File: src/rtl/if_prefetch_pkg.sv
// Shared types and constants for the if_prefetch instruction-fetch front end.
package if_prefetch_pkg;

  typedef enum logic [1:0] {
    IDLE  = 2'd0,
    WAIT  = 2'd1,
    DRAIN = 2'd2
  } st_t;

  localparam logic [1:0] RESP_IF  = 2'b01;
  localparam logic [1:0] RESP_MEM = 2'b10;

  localparam int unsigned PC_INC = 4;

endpackage

File: src/rtl/if_prefetch_fifo.sv
// if_fifo: DEPTH-entry FIFO with synchronous clear; head reads as zero when empty.
module if_fifo #(
  parameter int unsigned DEPTH = 4,
  parameter int unsigned WIDTH = 64
) (
  input  logic                     clk,
  input  logic                     rst,
  input  logic                     clr,
  input  logic                     push,
  input  logic                     pop,
  input  logic [WIDTH-1:0]         din,
  output logic [WIDTH-1:0]         head,
  output logic [$clog2(DEPTH):0]   count,
  output logic                     empty
);

  localparam int unsigned PW    = $clog2(DEPTH);
  localparam int unsigned CNT_W = PW + 1;

  logic [WIDTH-1:0] mem [DEPTH];
  logic [PW-1:0]    rd_ptr;
  logic [PW-1:0]    wr_ptr;
  logic             full;
  logic             do_push;
  logic             do_pop;

  assign empty   = (count == '0);
  assign full    = (count == CNT_W'(DEPTH));
  assign do_push = push && !full;
  assign do_pop  = pop && !empty;

  // Pointers are exactly PW bits wide, so increments wrap modulo DEPTH.
  always_ff @(posedge clk) begin
    if (rst || clr) begin
      rd_ptr <= '0;
      wr_ptr <= '0;
      count  <= '0;
    end else begin
      if (do_push) wr_ptr <= wr_ptr + 1'b1;
      if (do_pop)  rd_ptr <= rd_ptr + 1'b1;
      case ({do_push, do_pop})
        2'b10:   count <= count + 1'b1;
        2'b01:   count <= count - 1'b1;
        default: count <= count;
      endcase
    end
  end

  always_ff @(posedge clk) begin
    if (!rst && !clr && do_push) mem[wr_ptr] <= din;
  end

  assign head = empty ? '0 : mem[rd_ptr];

endmodule

File: src/rtl/if_prefetch.sv
// Prefetching instruction-fetch stage: one outstanding fetch, DEPTH-entry queue.
// Optional IF_PREFETCH_STAT_EN adds saturating fetch/flush counters.
module if_prefetch
  import if_prefetch_pkg::*;
#(
  parameter int unsigned       ADDR_W   = 32,
  parameter int unsigned       INST_W   = 32,
  parameter int unsigned       DEPTH    = 4,
  parameter logic [ADDR_W-1:0] RESET_PC = '0
) (
  input  logic              clk,
  input  logic              rst,
  output logic              if_request,
  output logic [ADDR_W-1:0] if_addr,
  input  logic              busy_mem_ctrl,
  input  logic [1:0]        if_or_mem_i,
  input  logic [INST_W-1:0] mcl_instr,
  input  logic              jump_en,
  input  logic [ADDR_W-1:0] jump_addr,
  output logic              if_valid,
  output logic [ADDR_W-1:0] if_pc,
  output logic [INST_W-1:0] if_inst,
  input  logic              id_ready
`ifdef IF_PREFETCH_STAT_EN
  ,
  output logic [31:0]       stat_fetch_cnt,
  output logic [31:0]       stat_flush_cnt
`endif
);

  localparam int unsigned CNT_W = $clog2(DEPTH) + 1;
  localparam int unsigned ENT_W = ADDR_W + INST_W;

  st_t               st;
  st_t               st_nxt;
  logic [ADDR_W-1:0] fetch_pc;
  logic [ADDR_W-1:0] fetch_pc_nxt;
  logic              resp_if;
  logic              push;
  logic              pop;
  logic              clr;
  logic              q_empty;
  logic [CNT_W-1:0]  count;
  logic [ENT_W-1:0]  head;

  assign resp_if = (if_or_mem_i == RESP_IF);

  if_fifo #(
    .DEPTH (DEPTH),
    .WIDTH (ENT_W)
  ) u_fifo (
    .clk   (clk),
    .rst   (rst),
    .clr   (clr),
    .push  (push),
    .pop   (pop),
    .din   ({fetch_pc, mcl_instr}),
    .head  (head),
    .count (count),
    .empty (q_empty)
  );

  always_ff @(posedge clk) begin
    if (rst) begin
      st       <= IDLE;
      fetch_pc <= RESET_PC;
    end else begin
      st       <= st_nxt;
      fetch_pc <= fetch_pc_nxt;
    end
  end

  // Redirect overrides everything: clear queue, suppress pop/push and new requests.
  always_comb begin
    st_nxt       = st;
    fetch_pc_nxt = fetch_pc;
    if_request   = 1'b0;
    if_addr      = '0;
    push         = 1'b0;
    clr          = 1'b0;
    pop          = !q_empty && id_ready && !jump_en;
    if (jump_en) begin
      clr          = 1'b1;
      fetch_pc_nxt = jump_addr;
      if (st == WAIT) st_nxt = resp_if ? IDLE : DRAIN;
    end else begin
      unique case (st)
        IDLE: begin
          if (!busy_mem_ctrl && (count < CNT_W'(DEPTH))) begin
            if_request = 1'b1;
            if_addr    = fetch_pc;
            st_nxt     = WAIT;
          end
        end
        WAIT: begin
          if (resp_if) begin
            push         = 1'b1;
            fetch_pc_nxt = fetch_pc + ADDR_W'(PC_INC);
            st_nxt       = IDLE;
          end
        end
        DRAIN: begin
          if (resp_if) st_nxt = IDLE;
        end
        default: st_nxt = IDLE;
      endcase
    end
    if (rst) begin
      if_request = 1'b0;
      if_addr    = '0;
    end
  end

  assign if_valid = !q_empty;
  assign if_pc    = head[ENT_W-1:INST_W];
  assign if_inst  = head[INST_W-1:0];

`ifdef IF_PREFETCH_STAT_EN
  always_ff @(posedge clk) begin
    if (rst) begin
      stat_fetch_cnt <= '0;
      stat_flush_cnt <= '0;
    end else begin
      if (push && (stat_fetch_cnt != '1))    stat_fetch_cnt <= stat_fetch_cnt + 1'b1;
      if (jump_en && (stat_flush_cnt != '1)) stat_flush_cnt <= stat_flush_cnt + 1'b1;
    end
  end
`endif

endmodule

File: config.mk
export PLATFORM = sky130hd
export DESIGN_NAME = if_prefetch
export DESIGN_NICKNAME = d
export VERILOG_FILES = /design/src/rtl/if_prefetch_pkg.sv /design/src/rtl/if_prefetch_fifo.sv /design/src/rtl/if_prefetch.sv
export SDC_FILE = /design/constraint.sdc
export NUM_CORES = 1
export LEC_CHECK = 0
export ABC_CLOCK_PERIOD_IN_PS = 4700
export BUFFER_PORTS_ARGS = -buffer_cell sky130_fd_sc_hd__buf_2
export CORE_MARGIN = 2
export CORE_UTILIZATION = 43
export DETAILED_ROUTE_END_ITERATION = 10
export HOLD_SLACK_MARGIN = 0.15
export MAX_ROUTING_LAYER = met4
export SETUP_SLACK_MARGIN = 0.5
export SLEW_MARGIN = 15
export SYNTH_ARGS = -nofsm -noshare
export SYNTH_HDL_FRONTEND = slang
export SYNTH_SLANG_ARGS = --single-unit
File: constraint.sdc
create_clock -name clk -period 4.7 [get_ports clk]
set_input_delay 0.94 -clock clk [delete_from_list [all_inputs] [get_ports clk]]
set_output_delay 0.94 -clock clk [all_outputs]
set_load 0.02 [all_outputs]
Word-level counts from Yosys, hierarchy flattened
Memories as Yosys holds them, arrays and structs flattened. A register that Yosys moved wholly into a read port is not among the register bits.
Cells that the tools add are included.
Cells by class
  $add $sub $neg: 5
  $lt $le $gt $ge: 1
  equality and inequality tests: 9
  mux-type cells: 27
  reductions and logical operators: 22
Operators with widths (number)
  2-to-1 mux 32 bit: 7
  2-to-1 mux 64 bit: 1
  adder 32 x 3 -> 32 bit, second input constant: 1
  2-to-1 mux 2 bit: 7
  2-to-1 mux 1 bit: 10
  logical AND 1 bit: 7
  == test 2 x 1 -> 1 bit, second input constant: 3
  logical NOT 1 bit: 6
  one-hot mux 3 bit (2 select lines): 1
  nonzero test 2 bit: 3
  adder 2 x 1 -> 2 bit, second input constant: 2
  == test 2 bit, second input constant: 2
  one-hot mux 2 bit (2 select lines): 1
  adder 3 x 1 -> 3 bit, second input constant: 1
  == test 3 bit, second input constant: 1
  logical NOT 3 bit: 1
  less-than comparator 3 bit, second input constant: 1
  inequality test 3 x 1 -> 1 bit, second input constant: 1
  inequality test 3 bit, second input constant: 1
  AND reduction 3 bit: 1
  subtractor 3 x 1 -> 3 bit, second input constant: 1
  logical NOT 2 bit: 1
  inequality test 2 x 1 -> 1 bit, second input constant: 1
  AND reduction 2 bit: 1
  other kinds (2): 2
Storage, ports and cells
  register bits after elaboration: 41
  bits in writable memories: 256
  input port bits: 71
  output and inout port bits: 98
  word-level logic and storage cells: 70
  memories: 1
Memory list
  u_fifo.mem: words 4, bits a word 64, rd ports 1, clocked after Yosys merged registers in 1, wr ports 1, line if_prefetch_fifo.sv:20  | logic [WIDTH-1:0] mem [DEPTH];

Longest topological paths before layout
Gate-level depths: netlist of run 1.
  depth in word-level cells: 8
  gate-level depth with buffers: 12
  gate-level depth less buffers: 11

Hierarchy
From an unflattened synthesis of run 1, not the netlist that was laid out.
Unflattened totals
  cells, all modules: 742
  area total of the unflattened synthesis: 12370.6 sq um
By module, submodules not included
  if_fifo: instances 1, cells an instance 459, area an instance 10151.0 sq um, seq. area each 7867.5 sq um
  if_prefetch: instances 1, cells an instance 283, area an instance 2219.6 sq um, seq. area each 680.7 sq um

Worst setup path before layout of run 1
Ideal clock, no wire load.
  kind: input -> register
  start point: in jump_en
  end point: mem u_fifo.mem[0][0], enable pin
  setup time: 0.429 ns
  data arrival time: 3.341 ns
  required time: 4.271 ns
  path slack: 0.930 ns
  cell stages on the path: 5
  buffers on the path: 2
  path through: clkbuf_1 or2_2 clkbuf_1 nor3_1 and2_1
Between the ends
  cells in the longest elaborated chain, start to end: 6
  elaborated cells on any way between the ends: 8
  those cells by class: mux (4); reduce/logical (4)
RTL lines
  start: declaration: line if_prefetch.sv:18  | input logic jump_en,
  2-to-1 mux 1 bit: line if_prefetch.sv:82  | if (jump_en) begin
  logical NOT 1 bit: line if_prefetch_fifo.sv:50  | if (!rst && !clr && do_push) mem[wr_ptr] <= din;
  logical AND 1 bit: line if_prefetch_fifo.sv:50
  logical AND 1 bit *: line if_prefetch_fifo.sv:50
  2-to-1 mux 1 bit *: line if_prefetch_fifo.sv:50
  2-to-1 mux 1 bit (not written as such) *: line if_prefetch_fifo.sv:50
  end: declaration: line if_prefetch_fifo.sv:20
Mark *: on every way between the ends. The rest lies on a longest branch, timed or not.

Worst setup path after layout of run 1
  start point: in rst
  end point: out if_addr[5]
Between the ends
  cells in the longest elaborated chain, start to end: 1
RTL lines
  start: declaration: line if_prefetch.sv:12  | input logic rst,
  2-to-1 mux 32 bit: line if_prefetch.sv:108  | if (rst) begin
  end: declaration: line if_prefetch.sv:14  | output logic [ADDR_W-1:0] if_addr,
Every way passes these cells.

==> results of run 1 <==
==> cell usage in the layout (no fill, tap or decap), types with 3 or more instances in the layout <==
| cell type | n |
|---|---|
| mux2i_1 | 3 |
| nand4_1 | 16 |
| a21oi_1 | 7 |
| nor2b_1 | 3 |
| nor4_1 | 10 |
| and2_4 | 4 |
| dfxtp_1 | 41 |
| buf_4 | 10 |
| mux4_2 | 64 |
| a311oi_1 | 8 |
| edfxtp_1 | 256 |
| clkinv_1 | 6 |
| o21ai_0 | 6 |
| a211oi_1 | 9 |
| clkbuf_1 | 6 |
| nor2_1 | 37 |
| nand3_1 | 11 |
| and2_1 | 93 |
| and3_1 | 5 |
| o2111a_1 | 4 |
| a311o_1 | 3 |
| and4_1 | 6 |
| or4_1 | 5 |
| xor2_1 | 4 |
| buf_12 | 4 |
| xnor2_1 | 8 |
| a31oi_1 | 3 |
| nor3_1 | 9 |
| clkbuf_16 | 31 |
| a2111oi_0 | 9 |
| or2_2 | 3 |
| nor4b_1 | 3 |
| nand2_1 | 17 |
| buf_2 | 168 |
| clkinv_2 | 7 |
| inv_1 | 21 |
| ha_1 | 8 |
==> synthesized netlist by cell type, types with 9 or more instances <==
library cell and n:
nand2_1 17, a2111oi_0 9, dfxtp_1 43, clkbuf_1 31, and2_1 97, a211oi_1 9, nand3_1 11, edfxtp_1 256
nor3_1 10, nand4_1 16, inv_1 21, nor2_1 37, mux4_2 64, nor4_1 10
==> layout make-up <==
| cell class | instances | area [µm²] |
|---|---|---|
| sequential | 299 | 8560 |
| tap | 384 | 480 |
| clock buffer | 37 | 798 |
| clock inverter | 18 | 143 |
| fill | 2440 | 13900 |
| multi-input combinational | 386 | 3580 |
| timing repair buffer | 182 | 996 |
| inverter | 21 | 78.8 |
==> power groups by stage <==
stage | clock [W] | combinational (W) | sequential, W
floorplan | 0 | 0.0000884 | 0.00299
global placement | 0 | 0.000154 | 0.00302
finish | 0.00226 | 0.000158 | 0.00296
detailed placement | 0 | 0.000157 | 0.00302
CTS | 0.00231 | 0.000158 | 0.00296
global route | 0.00242 | 0.000173 | 0.00297
==> per-layer routing <==
| metal | vias to the layer above | global-route usage, % |
|---|---|---|
| li1 | 3294 | - |
| met1 | 3603 | 28.0 |
| met2 | 331 | 27.9 |
| met3 | 39 | 3.18 |
| met4 | 0 | 4.76 |
| met5 | - | - |
==> worst register-to-register path, delay by kind of cell, from the launching register on <==
kind	cells	cell delay, ps
adder cells (fa/ha/maj)	1	250
buffers and inverters	2	430
flip-flops	1	320
AND/OR/NAND/NOR	3	1570
==> metrics by stage <==
step	util (%)	total power, W	cells	instance area [µm²]	hold WS, ps
6_report	51.3	0.00538	1327	14600	484
5_1_grt	51.3	0.00556	1327	14600	515
4_1_cts	51.3	0.00543	1327	14600	484
3_5_place_dp	48.0	0.00318	1272	13700	469
3_3_place_gp	48.0	0.00317	1272	13700	466
2_1_floorplan	-	0.00308	750	12400	448
==> registers in the layout, indices dropped and copies added, names as in the netlist, named ones only <==
| signal | count |
|---|---|
| u_fifo.mem | 256 |
| st | 2 |
| u_fifo.rd_ptr | 2 |
| u_fifo.count | 3 |
| fetch_pc | 32 |
| u_fifo.wr_ptr | 2 |
==> worst paths after layout <==
path,start,endpoint,depth (start not counted)
max,rst,if_addr[5],6
min,st[1],st[1],2
max reg2reg,st[1],u_fifo.mem[1][39],6
min reg2reg,st[1],st[1],2
==> logic make-up after synthesis <==
group / count (synthesis)
flip-flops: 299
AND/OR/NAND/NOR: 240
multiplexers: 67
buffers and inverters: 65
AO/OA/AOI/OAI: 58
XOR/XNOR: 12
adder cells (fa/ha/maj): 9
==> results.txt, run 1 <==
status = finished, final reports clean
share of layout cells above drive strength 1 = 32.4%
Max-Cap Viols = 0
Max Freq = 273 MHz
post_cts resized = 0
Worst Setup End Kind = primary output
Synth top area share = 62.0%
uppermost layer routed = met4
sequential share of power = 55.0%
clk_lat worst skew = 540 ps
Syn Nets = 830
CTS Buffer Depth = 3
Req. time, crit path = 3760 ps
hpwl dp = 17700 µm
Initial Utilization = 43.5%
Post-synth top flop = edfxtp_1
most frequent cell on the critical path = buf_2
Yosys top cell by area = edfxtp_1
Synth Area in XOR/XNOR = 0.847%
nets@finish = 1000
DR vias/cell = 5.48
WL/cell = 21.2 µm
total gr overflow = 0
routed length on met2 = 12600 µm
Slowest-stage cell, CP = or2_2
clk_skew = 12.0 ps
Final Hold Vio Count = 0
Simple-Gate Fraction of Synth Area = 11.4%
via count = 7267
router iterations before antenna repair = 5
Tcrit/Tclk final = 77.8%
Yosys warnings = 0
CP startpoint kind = primary input
multiplexer share of the synthesized area = 11.9%
routability cong. = 0.823
Hold Path Class = register to register
FF-to-FF setup slack = 1830 ps
NetSw = 0.00111 W
worst path cell trace = buf_2 > or2_2 > nor3_2 > buf_4 > and2_2 > buf_2
pwr dens = 368 mW/mm²
Post-Syn Area = 0.0124 mm²
initial drt markers = 704
first-pass GRT wire length = 43000 µm
Slew HR = 32.2%
Die ar. = 0.0302 mm²
Fin Setup TNS = 0 ps
Top Family by Delay on Critical Path = simple AND/OR/NAND/NOR gates
Metal-1 WL = 12800 µm
drc violations = 0
H-tree depth = 1
Adder-Cell Fraction of Synth Area = 0.968%
PortBufs = 168
Root Driver = clkbuf_16
critical path peak fanout = 32
Switching Fraction = 20.5%
TritonCTS clock tree = yes
die span in x = 174 µm
number of antenna-violating nets in the routed design = 0
Final Setup Violations = 0
Int Power = 0.00428 W
largest net degree at the start of global routing = 65
initial antenna violation count = 0
vias in the first global route = 7226
Compound-Gate Fraction of Synth Area = 3.63%
Seq/Total Area, Yosys = 68.9%
EDFF count, synth = 256
main combinational cell family by area after synthesis = multiplexers
top post-synthesis cells by area = edfxtp_1, mux4_2, dfxtp_1
Unique masters post-synth = 55
setup bufs post-CTS = 0
Comb power frac = 2.9%
Met3 Wirelength = 2080 µm
Total Routed Length = 28200 µm
slowest stage delay, CP = 510 ps
Least-Margin Pin Slew = 1020 ps
Yosys reg bits = 299
Layout area overhead = 17.9%
DIE HEIGHT = 174 µm
# diodes = 0
worst path bufs/invs = 3
Final WS setup = 1040 ps
Final Critical Period = 3660 ps
pre-CTS WS = 1040 ps
io pins = 169
Avg Cell Area, Syn = 16.5 µm²
# hold bufs at CTS = 0
clock share of power = 42.0%
Num CTS Buffers = 30
CP arrival = 2720 ps
RSZ-0062 raised after global routing = false
clock slew at reported path FFs = 60 ps
ys async rst share = 0%
Total GRT Usage = 19.1%
Leakage = 5.11 nW
Syn Inst Count = 750
Worst IR Drop VDD = 0.248 mV
Core ar. = 0.0285 mm²
Clock Sinks = 299
Core Rows = 62
WS Path Type = primary input to primary output
Slew Limit Fails = 0
No activity file was read; power rests on OpenSTA's default activity.
==> run 2: changes to the inputs <==
--- a/config.mk
+++ b/config.mk
@@ -5,7 +5,7 @@
 export SDC_FILE = /design/constraint.sdc
 export NUM_CORES = 1
 export LEC_CHECK = 0
-export ABC_CLOCK_PERIOD_IN_PS = 4700
+export ABC_CLOCK_PERIOD_IN_PS = 3300
 export BUFFER_PORTS_ARGS = -buffer_cell sky130_fd_sc_hd__buf_2
 export CORE_MARGIN = 2
 export CORE_UTILIZATION = 43
==> constraint.sdc (replaced) <==
create_clock -name clk -period 3.3 [get_ports clk]
set_input_delay 0.66 -clock clk [delete_from_list [all_inputs] [get_ports clk]]
set_output_delay 0.66 -clock clk [all_outputs]
set_load 0.02 [all_outputs]
==> run 2 against run 1 <==
Effect of this change: final area up 3.2%; sequential cell count did not move; utilization increased by 1.6 points; via count is 0.77% higher; routed wire length up 1.3%; clock power rose by 56%; cell count grew 2.3%; power grew 48%; worst hold slack lost 110 ps; critical endpoint is now if_pc[21]; non-clock buffer count rose by 25.
==> results.txt, run 2 (same netlist as run 1, synthesis figures left out) <==
total gr overflow = 0 (unchanged)
TritonCTS clock tree = yes (unchanged)
# hold bufs at CTS = 0 (unchanged)
initial drt markers = 503 (was 704)
CP startpoint kind = register (was primary input)
critical path peak fanout = 42 (was 32)
# diodes = 0 (unchanged)
CP arrival = 2060 ps (was 2720 ps)
Slew HR = 65.1% (was 32.2%)
WS Path Type = register to primary output (was primary input to primary output)
multi-input logic area = 0.00360 mm² (was 0.00358 mm²)
status = finished, final reports clean (unchanged)
Hold Slack = 370 ps (was 484 ps)
most common cell after layout, fill and taps aside = edfxtp_1 (unchanged)
Largest regs = u_fifo.mem (256), fetch_pc (32), u_fifo.count (3) (unchanged)
router iterations before antenna repair = 5 (unchanged)
Worst IR Drop VDD = 0.291 mV (was 0.248 mV)
Final Core Density = 52.9% (was 51.3%)
DR vias/cell = 5.39 (was 5.48)
Clock Sinks = 299 (unchanged)
sequential cell area = 0.00856 mm² (unchanged)
initial antenna violation count = 0 (unchanged)
Die ar. = 0.0302 mm² (unchanged)
Num CTS Buffers = 34 (was 30)
Least-Margin Pin Slew = 522 ps (was 1020 ps)
largest net degree at the start of global routing = 43 (was 65)
Final Setup Violations = 0 (unchanged)
Root Driver = clkbuf_16 (unchanged)
die span in x = 174 µm (unchanged)
commonest non-fill, non-tap cells in the layout = edfxtp_1, buf_2, and2_1 (unchanged)
Largest register FFs = 256 (unchanged)
Final Critical Period = 2720 ps
io pins = 169 (unchanged)
Total Routed Length = 28500 µm (was 28200 µm)
Req. time, crit path = 2640 ps (was 3760 ps)
drc violations = 0 (unchanged)
Fin Setup TNS = 0 ps (unchanged)
clock slew at reported path FFs = 60 ps (about the same)
nets@finish = 1029 (was 1000)
Final Hold Vio Count = 0 (unchanged)
WL/cell = 21.0 µm (was 21.2 µm)
clk_lat worst skew = 510 ps (was 540 ps)
Layout area overhead = 21.7% (was 17.9%)
Biggest register = u_fifo.mem (unchanged)
CTS Buffer Depth = 3 (unchanged)
PortBufs = 168 (unchanged)
first-pass GRT wire length = 43900 µm (was 43000 µm)
Max Freq = 368 MHz
Initial Utilization = 43.5% (unchanged)
via count = 7323 (was 7267)
Hold Path Class = primary input to register (was register to register)
Total GRT Usage = 19.6% (was 19.1%)
Max-Cap Viols = 0 (unchanged)
routability cong. = 0.818 (was 0.823)
DIE HEIGHT = 174 µm (unchanged)
hpwl dp = 18000 µm (was 17700 µm)
Worst Setup End Kind = primary output (unchanged)
Leakage = 5.33 nW (was 5.11 nW)
share of layout cells above drive strength 1 = 34.5% (was 32.4%)
RSZ-0062 raised after global routing = false (unchanged)
Core Rows = 62 (unchanged)
Core ar. = 0.0285 mm² (unchanged)
fillers = 2450 (was 2440)
pwr dens = 528 mW/mm² (was 368 mW/mm²)
clk_skew = 23.4 ps (was 12.0 ps)
FF-to-FF setup slack = 890 ps (was 1830 ps)
Slew Limit Fails = 0 (unchanged)
number of antenna-violating nets in the routed design = 0 (unchanged)
vias in the first global route = 7412 (was 7226)
Tcrit/Tclk final = 82.4%
H-tree depth = 2 (was 1)
[run 2: where the power goes]
group | leakage (nW) | total [W] | internal [W] | switching (W)
Clock | 0.522 | 0.00353 | 0.00211 | 0.00142
Combinational | 2.13 | 0.000239 | 0.0000972 | 0.000142
Sequential | 2.68 | 0.00421 | 0.00413 | 0.0000746
[run 2: layout make-up]
cell class | count | share of cell area, %
sequential | 299 | 56.7
timing repair buffer | 207 | 8.77
tap | 384 | 3.18
clock buffer | 42 | 5.97
inverter | 21 | 0.522
clock inverter | 19 | 1.07
multi-input combinational | 386 | 23.8
[run 2: worst max-delay path, stage by stage, from the launching register on]
cell	delay, ps
dfxtp_1	350
or3_4	570
buf_12	250
and2_1	210
buf_2	180
[run 2: repair_timing]
item                       in CTS  in global routing
gates resized for setup         1                  3
pin swaps                       0                  1
setup endpoints to repair      64                190
setup buffers                   5                  3
hold endpoints to repair        0                  0
[run 2: worst paths after layout]
path / startpoint / endpoint / cells after the start
max reg2reg: u_fifo.count[2] / u_fifo.count[2] / 9
max: u_fifo.count[2] / if_pc[21] / 4
min reg2reg: st[1] / st[1] / 2
min: mcl_instr[23] / u_fifo.mem[2][23] / 1
[run 2: per-stage QoR]
stage,total power (W),setup slack [ps],cell area [µm²],std cells
finish,0.00798,582,15100,1358
floorplan,0.00438,503,12400,750
CTS,0.00806,557,15100,1355
global route,0.00825,510,15100,1358
global placement,0.00452,419,13900,1289
detailed placement,0.00452,486,13900,1289
[run 2: metal layers]
layer	part of all wire, %	vias up	global-route usage (%)
li1	-	3353	-
met1	46	3659	27.2
met2	47	272	30.3
met3	6.3	39	3.49
met4	1.6	0	4.48
met5	0	-	-
==> run 3: changes to the inputs <==
--- a/config.mk
+++ b/config.mk
@@ -5,7 +5,7 @@
 export SDC_FILE = /design/constraint.sdc
 export NUM_CORES = 1
 export LEC_CHECK = 0
-export ABC_CLOCK_PERIOD_IN_PS = 3300
+export ABC_CLOCK_PERIOD_IN_PS = 2200
 export BUFFER_PORTS_ARGS = -buffer_cell sky130_fd_sc_hd__buf_2
 export CORE_MARGIN = 2
 export CORE_UTILIZATION = 43
==> constraint.sdc (replaced) <==
create_clock -name clk -period 2.2 [get_ports clk]
set_input_delay 0.44 -clock clk [delete_from_list [all_inputs] [get_ports clk]]
set_output_delay 0.44 -clock clk [all_outputs]
set_load 0.02 [all_outputs]
==> run 3 against run 2 <==
Effect of this change: utilization rose by 13 points; combinational power rose to 2.9 times the previous value; largest power group unchanged; global-route usage up 3.0 points; the flow now finishes with violations (negative setup slack); power grew 47%.
==> results.txt, run 3 (same netlist as run 1, synthesis figures left out) <==
Largest register FFs = 256 (unchanged)
slowest stage delay, CP = 510 ps (was 570 ps)
via count = 8327 (was 7323)
initial antenna violation count = 0 (unchanged)
status = complete, but fails checks (was finished, final reports clean)
drc violations = 0 (unchanged)
TritonCTS clock tree = yes (unchanged)
Layout area overhead = 51.5% (was 21.7%)
first-pass GRT wire length = 50100 µm (was 43900 µm)
clock slew at reported path FFs = 60 ps (about the same)
Worst Setup End Kind = primary output (unchanged)
most common cell after layout, fill and taps aside = edfxtp_1 (unchanged)
Max-Cap Viols = 0 (unchanged)
Hold Slack = 160 ps (was 370 ps)
DIE HEIGHT = 174 µm (unchanged)
Die ar. = 0.0302 mm² (unchanged)
Final WS setup = -324 ps (was 582 ps)
WS Path Type = register to primary output (unchanged)
DR vias/cell = 5.41 (was 5.39)
Clock Sinks = 299 (unchanged)
largest net degree at the start of global routing = 43 (unchanged)
Placed Area = 0.0147 mm² (was 0.0139 mm²)
Final Hold Vio Count = 0 (unchanged)
Biggest register = u_fifo.mem (unchanged)
failing checks = negative setup slack
initial drt markers = 693 (was 503)
Least-Margin Pin Slew = 538 ps (was 522 ps)
WL/cell = 22.5 µm (was 21.0 µm)
Fin Setup TNS = -47040 ps (was 0 ps)
Overall Power = 0.0117 W (was 0.00798 W)
io pins = 169 (unchanged)
Core ar. = 0.0285 mm² (unchanged)
# diodes = 0 (unchanged)
clk_lat worst skew = 550 ps (was 510 ps)
nets@finish = 1211 (was 1029)
Leakage = 6.87 nW (was 5.33 nW)
Final Setup Violations = 340 (was 0)
CP startpoint kind = register (unchanged)
commonest non-fill, non-tap cells in the layout = edfxtp_1, buf_6, and2_4 (was edfxtp_1, buf_2, and2_1)
Hold Path Class = primary input to register (unchanged)
total gr overflow = 0 (unchanged)
worst path bufs/invs = 3 (was 2)
pwr dens = 622 mW/mm² (was 528 mW/mm²)
Slowest-stage cell, CP = mux4_2 (was or3_4)
Largest regs = u_fifo.mem (256), fetch_pc (32), u_fifo.count (3) (unchanged)
critical path peak fanout = 6 (was 42)
PortBufs = 168 (unchanged)
design area = 0.0188 mm² (was 0.0151 mm²)
Slew HR = 63.8% (was 65.1%)
Top Family by Delay on Critical Path = multiplexers (was simple AND/OR/NAND/NOR gates)
number of antenna-violating nets in the routed design = 0 (unchanged)
worst path cell trace = buf_4 > clkbuf_16 > mux4_2 > and2_4 > buf_2 (was or3_4 > buf_12 > and2_1 > buf_2)
Finished Layout Cells = 1539 (was 1358)
CTS Buffer Depth = 3 (unchanged)
dpl cells = 1329 (was 1289)
RSZ-0062 raised after global routing = true (was false)
Total GRT Usage = 22.5% (was 19.6%)
clk_skew = 12.7 ps (was 23.4 ps)
CP arrival = 2080 ps (was 2060 ps)
Worst IR Drop VDD = 0.543 mV (was 0.291 mV)
Tcrit/Tclk final = 115%
hpwl dp = 19100 µm (was 18000 µm)
routability cong. = 0.849 (was 0.818)
Total Routed Length = 34700 µm (was 28500 µm)
Initial Utilization = 43.5% (unchanged)
H-tree depth = 1 (was 2)
Slew Limit Fails = 0 (unchanged)
die span in x = 174 µm (unchanged)
router iterations before antenna repair = 5 (unchanged)
share of layout cells above drive strength 1 = 55.9% (was 34.5%)
Req. time, crit path = 1760 ps (was 2640 ps)
vias in the first global route = 8136 (was 7412)
Final Critical Period = 2520 ps
Core Rows = 62 (unchanged)
Num CTS Buffers = 30 (was 34)
Max Freq = 396 MHz
Root Driver = clkbuf_16 (unchanged)
==> run 3: changes by cell type in the layout (fill, tap and decap cells not counted), sizes merged, moves of 2 or more <==
| cell | previous run | this run |
|---|---|---|
| clkinv | 17 | 19 |
| buf | 207 | 343 |
| dlygate4sd3 | 0 | 39 |
| clkbuf | 42 | 45 |
==> run 3: layout make-up <==
type / instances / area [µm²]
Clock inverter: 21 / 128
Sequential cell: 299 / 8600
Clock buffer: 35 / 791
Inverter: 21 / 81.3
Tap cell: 384 / 480
Multi-Input combinational cell: 387 / 4290
Fill cell: 1997 / 9740
Timing Repair Buffer: 392 / 4430
==> run 3: tightest hold or removal path, cell delays in order <==
cell and delay [ps]:
buf_2 90, mux2i_1 60, nor2_1 70
==> run 3: through the flow <==
step / utilization, % / worst slack [ps]
3_5_place_dp: 51.3 / -50.9
6_report: 65.9 / -324
5_1_grt: 65.9 / -388
2_1_floorplan: - / 102
3_3_place_gp: 51.3 / -48.1
4_1_cts: 61.7 / -353
==> run 3: path summary, 6_finish.rpt <==
path / cells after the start / slack (ps) / to / start
worst max-delay path: 5 / -320 / if_pc[5] / register
worst min-delay path: 3 / 160 / fetch_pc[0] / jump_addr[0]
worst max register to register: 12 / -200 / u_fifo.mem[2][59] / st[1]
worst min register to register: 2 / 490 / st[1] / st[1]
==> run 3: per-layer routing <==
layer	share of wire (%)	global-route usage [%]
met1	44	32.3
met2	49	35.9
met3	5.6	2.35
met4	1.4	3.71
met5	0	-
==> run 3: timing repair <==
action / CTS / global route
setup buffers: 37 / 38
endpoints found under the hold margin: 135 / 0
pin swaps: 31 / 50
hold buffers: 39 / 0
endpoints found under the setup margin: 382 / 387
gates cloned: 28 / 12
resized for setup: 196 / 128
==> run 3: report_power, final <==
| group | switching, W | total (W) | internal (W) |
|---|---|---|---|
| clock network | 0.00207 | 0.00475 | 0.00268 |
| registers | 0.0000697 | 0.00627 | 0.00620 |
| logic | 0.000351 | 0.000689 | 0.000338 |
| total | 0.00249 | 0.0117 | 0.00921 |
